--- src/rtl/hazard_ctrl_unit.sv ---
// rtl/hazard_ctrl_unit.sv - ID-stage hazard detector with multi-cycle stall FSM and perf counters
module hazard_ctrl_unit #(
    parameter int REG_AW    = 5,
    parameter int LU_CYCLES = 1,
    parameter int CNT_W     = 16
) (
    input  logic              clk,
    input  logic              rst,
    input  logic [REG_AW-1:0] ex_rd_i,
    input  logic              ex_reg_write_i,
    input  logic              ex_mem_read_i,
    input  logic [REG_AW-1:0] mem_rd_i,
    input  logic              mem_mem_read_i,
    input  logic [REG_AW-1:0] id_rs1_i,
    input  logic [REG_AW-1:0] id_rs2_i,
    input  logic              id_use_rs1_i,
    input  logic              id_use_rs2_i,
    input  logic              id_is_branch_i,
    input  logic              id_branch_taken_i,
    input  logic              icache_stall_i,
    input  logic              dcache_stall_i,
    input  logic              cnt_clr_i,
    output logic              pc_write_o,
    output logic              if_id_write_o,
    output logic              if_id_flush_o,
    output logic              id_ex_bubble_o,
    output logic              freeze_o,
    output logic [CNT_W-1:0]  stall_cnt_o,
    output logic [CNT_W-1:0]  freeze_cnt_o,
    output logic [CNT_W-1:0]  flush_cnt_o
);

    // Countdown must hold the longest stall, LU_CYCLES+1.
    localparam int NW = $clog2(LU_CYCLES + 2);

    typedef enum logic {RUN, STALL} state_t;

    state_t          state, state_nxt;
    logic [NW-1:0]   cnt, cnt_nxt;
    logic [NW-1:0]   n_req;
    logic            m_ex, m_mem;
    logic            hazard;
    logic            inc_stall, inc_freeze, inc_flush;

    assign m_ex  = (ex_rd_i != '0) &
                   ((id_use_rs1_i & (ex_rd_i == id_rs1_i)) |
                    (id_use_rs2_i & (ex_rd_i == id_rs2_i)));
    assign m_mem = (mem_rd_i != '0) &
                   ((id_use_rs1_i & (mem_rd_i == id_rs1_i)) |
                    (id_use_rs2_i & (mem_rd_i == id_rs2_i)));

    // Largest applicable stall length; the single-cycle terms only matter when nothing longer applies.
    always_comb begin
        n_req = '0;
        if (ex_mem_read_i & m_ex)
            n_req = NW'(LU_CYCLES);
        if (id_is_branch_i & ex_mem_read_i & m_ex)
            n_req = NW'(LU_CYCLES + 1);
        if ((n_req == '0) & id_is_branch_i &
            ((ex_reg_write_i & ~ex_mem_read_i & m_ex) | (mem_mem_read_i & m_mem)))
            n_req = NW'(1);
    end

    assign hazard = (state == STALL) | (n_req != '0);

    always_comb begin
        pc_write_o     = 1'b1;
        if_id_write_o  = 1'b1;
        if_id_flush_o  = 1'b0;
        id_ex_bubble_o = 1'b0;
        freeze_o       = 1'b0;
        inc_stall      = 1'b0;
        inc_freeze     = 1'b0;
        inc_flush      = 1'b0;
        state_nxt      = state;
        cnt_nxt        = cnt;
        if (rst) begin
            pc_write_o     = 1'b0;
            if_id_write_o  = 1'b0;
            id_ex_bubble_o = 1'b1;
        end else if (dcache_stall_i) begin
            pc_write_o    = 1'b0;
            if_id_write_o = 1'b0;
            freeze_o      = 1'b1;
            inc_freeze    = 1'b1;
        end else begin
            if (hazard) begin
                pc_write_o     = 1'b0;
                if_id_write_o  = 1'b0;
                id_ex_bubble_o = 1'b1;
                inc_stall      = 1'b1;
            end else if (id_branch_taken_i) begin
                if_id_flush_o = 1'b1;
                inc_flush     = 1'b1;
            end else if (icache_stall_i) begin
                pc_write_o    = 1'b0;
                if_id_flush_o = 1'b1;
            end
            if (state == RUN) begin
                if (n_req > NW'(1)) begin
                    cnt_nxt   = n_req - NW'(1);
                    state_nxt = STALL;
                end
            end else if (cnt == NW'(1)) begin
                cnt_nxt   = '0;
                state_nxt = RUN;
            end else begin
                cnt_nxt = cnt - NW'(1);
            end
        end
    end

    always_ff @(posedge clk) begin
        if (rst) begin
            state <= RUN;
            cnt   <= '0;
        end else begin
            state <= state_nxt;
            cnt   <= cnt_nxt;
        end
    end

    function automatic logic [CNT_W-1:0] sat_inc(input logic [CNT_W-1:0] v, input logic en);
        return (en & ~(&v)) ? v + 1'b1 : v;
    endfunction

    always_ff @(posedge clk) begin
        if (rst | cnt_clr_i) begin
            stall_cnt_o  <= '0;
            freeze_cnt_o <= '0;
            flush_cnt_o  <= '0;
        end else begin
            stall_cnt_o  <= sat_inc(stall_cnt_o, inc_stall);
            freeze_cnt_o <= sat_inc(freeze_cnt_o, inc_freeze);
            flush_cnt_o  <= sat_inc(flush_cnt_o, inc_flush);
        end
    end

endmodule

--- config.mk ---
export PLATFORM = sky130hd
export DESIGN_NAME = hazard_ctrl_unit
export DESIGN_NICKNAME = d
export VERILOG_FILES = /design/src/rtl/hazard_ctrl_unit.sv
export SDC_FILE = /design/constraint.sdc
export NUM_CORES = 1
export LEC_CHECK = 0
export CORE_ASPECT_RATIO = 1.5
export CORE_MARGIN = 5
export CORE_UTILIZATION = 25
export CTS_CLUSTER_DIAMETER = 80
export DETAILED_ROUTE_END_ITERATION = 8
export GPL_ROUTABILITY_DRIVEN = 1
export HOLD_SLACK_MARGIN = 0.12
export MAX_ROUTING_LAYER = met4
export PLACE_DENSITY = 0.52
export SLEW_MARGIN = 40
export SYNTH_ARGS = -nofsm -noshare
export SYNTH_HDL_FRONTEND = slang
export SYNTH_SLANG_ARGS = --single-unit
--- constraint.sdc ---
create_clock -name clk -period 3.93 [get_ports clk]
set_input_delay 0.786 -clock clk [delete_from_list [all_inputs] [get_ports clk]]
set_output_delay 0.786 -clock clk [all_outputs]
set_load 0.02 [all_outputs]
; ---- Word level (Yosys, flattened, before mapping)
; Cells that the tools add are included.
[word_totals]
ff_bits = 51
in_bits = 32
out_inout_bits = 53
wordCells = 84
[classes]
addsub = 5
n_lt_le_gt_ge = 1
n_eq_ne = 5
n_mux = 32
bitwise_logic = 27
reduce_logical = 9
[ops]
columns = cell, n
row1 = 16-bit by 1-bit adder with 16-bit output (second input constant), 3
row2 = 16-bit AND reduction, 3
row3 = 1-bit 2-to-1 mux, 27
row4 = 5-bit == test, 4
row5 = 1-bit AND, 17
row6 = 2-bit 2-to-1 mux, 5
row7 = 5-bit nonzero test, 2
row8 = 1-bit NOT, 5
row9 = 1-bit OR, 5
row10 = 2-bit nonzero test, 2
row11 = 2-bit by 1-bit subtractor with 2-bit output (second input constant), 2
row12 = 2-bit by 1-bit == test with 1-bit output (second input constant), 1
row13 = 2-bit by 1-bit > comparator with 1-bit output (second input constant), 1
row14 = 2-bit zero test, 1
row15 = 2-bit AND reduction, 1

; ---- Depth between registers and ports, before layout
[logic_depth]
word_depth = 17
depth_mapped = 13

; ---- Worst setup path before layout
; No wires, ideal clock.
[synth_path]
kind = in2out
start = input ex_rd_i[1]
end = output pc_write_o
t_arrival_ns = 3.018
required_time_ns = 3.144
setup_slack_ns = 0.126
cell_stages = 8
cell_sequence = or4_1 -> nor2_1 -> nor3b_1 -> o21ai_0 -> and3_1 -> ha_1 -> nor4b_4 -> a21boi_0
[synth_between]
elab_chain_len = 16
[synth_lines]
columns = element, line
row1 = from (decl), 9  ; input logic [REG_AW-1:0] ex_rd_i,
row2 = "5-bit == test, on equally long branches", "46, 47"
row3 = "1-bit AND, on equally long branches", "46, 47"
row4 = 1-bit OR, 46  ; ((id_use_rs1_i & (ex_rd_i == id_rs1_i)) |
row5 = 1-bit AND *, 45  ; assign m_ex = (ex_rd_i != '0) &
row6 = 1-bit AND, 55  ; if (ex_mem_read_i & m_ex)
row7 = 1-bit 2-to-1 mux, 55
row8 = 2-bit 2-to-1 mux, 57  ; if (id_is_branch_i & ex_mem_read_i & m_ex)
row9 = 2-bit zero test, 59  ; if ((n_req == '0) & id_is_branch_i &
row10 = 1-bit AND (2 in a row), 59
row11 = 2-bit 2-to-1 mux *, 59
row12 = 2-bit nonzero test *, 64  ; assign hazard = (state == STALL) | (n_req != '0);
row13 = 1-bit OR *, 64
row14 = 1-bit 2-to-1 mux *, 87  ; if (hazard) begin
row15 = 1-bit 2-to-1 mux *, 81  ; end else if (dcache_stall_i) begin
row16 = 1-bit 2-to-1 mux *, 77  ; if (rst) begin
row17 = to (decl), 23  ; output logic pc_write_o,
; Every way passes the cells marked *; elsewhere a longest branch is shown, timed or not.

; ---- Worst setup path after layout
[layout_path]
start = input id_rs2_i[3]
end = output if_id_write_o
[layout_between]
elab_chain_len = 16
[layout_lines]
columns = element, line
row1 = from (decl), 15  ; input logic [REG_AW-1:0] id_rs2_i,
row2 = 5-bit == test, 47  ; (id_use_rs2_i & (ex_rd_i == id_rs2_i)));
row3 = 1-bit AND, 47
row4 = 1-bit OR, 46
row5 = 1-bit AND, 45
row6 = 1-bit AND, 55
row7 = 1-bit 2-to-1 mux, 55
row8 = 2-bit 2-to-1 mux, 57
row9 = 2-bit zero test, 59
row10 = 1-bit AND (2 in a row), 59
row11 = 2-bit 2-to-1 mux *, 59
row12 = 2-bit nonzero test *, 64
row13 = 1-bit OR *, 64
row14 = 1-bit 2-to-1 mux *, 87
row15 = 1-bit 2-to-1 mux *, 81
row16 = 1-bit 2-to-1 mux *, 77
row17 = to (decl), 24  ; output logic if_id_write_o,
; Marks and branches as above.

==> results.ini <==
[run_status]
status = complete, no violations

[global_routing]
grtUsageMet1 = 0.128
grt_pass1_wl_um = 12300
grt_max_degree = 49
grt-busiest-layer = met2
first_global_vias = 2679
gr-usage-met2 = 0.203
antenna_found_initial = 0
grt_use_met3 = 0.0244
gr-total-overflow = 0
grt_usage = 0.116

[timing]
slew_headroom = 0.626
worstMarginPinSlew_ns = 0.562
hold_viol_final = 0
fin_skew_ns = 0.00943
fin_crit_sh = 0.977
setup_viol = 0
rsz0062_at_grt = yes
post-route-min-period_ns = 3.84
fmax_ghz = 0.260
drv_slew = 0
fin_hold_ws_ns = 0.505

[logic_synthesis]
synth-seq-cells = 51
syn_inst = 327
synth_ff_type = dfxtp_1
yosysTopAreaCell = dfxtp_1
yosysTopAreaCellShare = 0.369
async_reset_ff_frac = 0
synth_edf_count = 0
syn_area_per_cell_um2 = 8.47
synth.area.top_cells = dfxtp_1 37%, xor2_1 13%, nor2_1 6.6%
yosysUniqueCellTypes = 47
synth_nets = 364
ys_seq_area_frac = 0.369
yosys_warnings = 0
synth.cell_area_mm2 = 0.00277

[clocking]
clkTransAtPathRegs_ns = 0.07
numCtsBuffers = 5
cts_root_buf = clkbuf_16
clk_latency_ns = 0.29
clockBufferDepth = 2
clock_sinks = 51
ctsHoldBuffers = 0
htree_levels = 2
cts_tree = yes

[route]
drt_iter0_drc = 62
ant_nets = 0
drt_wl_total_um = 7280
avgRoutedWirePerCell_um = 12.5
vias = 2647
drc = 0
viasPerCell = 4.53
dr.pass1.iters = 4

[pwr]
switching_share = 0.219
p_int_mw = 0.901
power.density_mw_per_mm2 = 277
ir_worst_vdd_uv = 207
p_total_mw = 1.15
clockPowerShare = 0.448
leakage_nw = 1.49
p_comb_frac = 0.102
p_switching_mw = 0.253
seqPwrFrac = 0.450

[hold_path]
hp-start = freeze_cnt_o[9]$_SDFFE_PP0P_
min_to = freeze_cnt_o[9]$_SDFFE_PP0P_
hold_path_depth = 2
min_path_type = reg2reg

[final_layout]
layout-drive-gt1-share = 0.158
fin_util = 0.381
fillers = 1194
layout_common_cells = 60 x clkdlybuf4s50_1, 51 x dfxtp_1, 48 x nor2_1
syn2layout_area_growth_pct = 50.4
nets = 473
n_antenna_cell = 0
fin_area_mm2 = 0.00417
layout_commonest_cell = clkdlybuf4s50_1

[place]
dp_hpwl_um = 5610
placed_cell_area_mm2 = 0.00395
port_buffers = 84
place.gp.congestion = 0.784

[critical_path]
critPathLaunchType = input port
arrival_ns = 3.05
worst-r2r-setup-slack_ns = 1.86
r2r_cells = 7
crit_fanout = 4
reg2reg_to = flush_cnt_o[12]$_SDFFE_PP0P_
worstSetupPathType = in2out
crit_required_ns = 3.14
end_kind = output port
rr_startpoint = state$_SDFFE_PP0N_

[job]
drv_cap = 0

[floorplanning]
chipWidth_um = 95.9
dieArea_mm2 = 0.0133
initial_core_util = 0.253
die_y_um = 139
rows = 47
core_mm2 = 0.0109
pin_count = 85

power groups by stage:
stage                     registers, mW  clock network, mW  logic (mW)
final                             0.519              0.516       0.118
after global routing              0.519              0.553       0.129
after CTS                         0.519              0.532       0.120
after detailed placement          0.531                  0       0.120
after global placement            0.531                  0       0.119
after floorplan                   0.532                  0      0.0478
worst max-delay path: stages:
cell             delay [ns]
clkdlybuf4s15_1        0.20
xor2_1                 0.16
nor4_2                 0.28
a32oi_2                0.18
or4b_1                 0.51
and3_1                 0.18
ha_2                   0.18
nor4b_4                0.14
buf_4                  0.15
buf_4                  0.13
buf_4                  0.15
synthesized netlist by cell type (7+ instances only):
| library cell | number |
|---|---|
| nand4_1 | 12 |
| and4_1 | 7 |
| nand2_1 | 25 |
| nor2_1 | 49 |
| or3_1 | 7 |
| xnor2_1 | 17 |
| nand3_1 | 13 |
| clkbuf_1 | 9 |
| a21oi_1 | 12 |
| dfxtp_1 | 51 |
| and3_1 | 7 |
| xor2_1 | 40 |
| o21ai_0 | 10 |
timing repair:
| action | in CTS | in global routing |
|---|---|---|
| pin swaps | 17 | 10 |
| buffers inserted | 2 | 0 |
| endpoints found under the setup margin | 4 | 4 |
| gates resized for setup | 49 | 19 |
layout make-up:
cell class / count / area [µm²] / share of cell area
well taps: 147 / 184 / 0.0442
flip-flops and latches: 51 / 1020 / 0.245
repair buffers: 113 / 1030 / 0.248
multi-input cells: 259 / 1730 / 0.415
clock inverters: 2 / 38.8 / 0.00931
clock buffers: 6 / 139 / 0.0333
inverters: 6 / 22.5 / 0.00541
worst max path at each step:
stage,start,end,slack (ns),cells past startpoint
global placement,ex_rd_i[4],id_ex_bubble_o,-0.56,10
floorplan,ex_rd_i[1],pc_write_o,0.13,8
detailed placement,id_rs2_i[0],pc_write_o,-0.59,11
finish,id_rs2_i[3],if_id_write_o,0.09,11
CTS,ex_rd_i[1],pc_write_o,0.01,11
global route,ex_rd_i[1],pc_write_o,-0.01,11
kinds of logic after synthesis:
group                    Yosys count  synth area share
adder cells (fa/ha/maj)            5            0.0226
flip-flops                        51             0.369
AO/OA/AOI/OAI                     40            0.0967
AND/OR/NAND/NOR                  154             0.295
buffers and inverters             17            0.0262
multiplexers                       3            0.0108
XOR/XNOR                          57             0.180
routing by layer:
layer | routed length, µm | share of wire | vias to the layer above
met5 | 0 | 0 | -
met4 | 99 | 0.014 | 0
met3 | 343 | 0.047 | 7
met2 | 3840 | 0.53 | 60
met1 | 2990 | 0.41 | 1231
li1 | - | - | 1349
sequential cells by signal, summed over array words and instances, names as in the netlist:
register	flops
cnt	2
flush_cnt_o	16
freeze_cnt_o	16
stall_cnt_o	16
state	1
metrics by stage:
stage,setup TNS (ns),worst slack [ns],std cells
3_3_place_gp,-3.02,-0.557,574
5_1_grt,-0.0231,-0.0147,584
2_1_floorplan,0,0.126,327
6_report,0,0.0908,584
4_1_cts,0,0.0141,584
3_5_place_dp,-3.07,-0.587,574
Power figures use the tool's default switching activity.
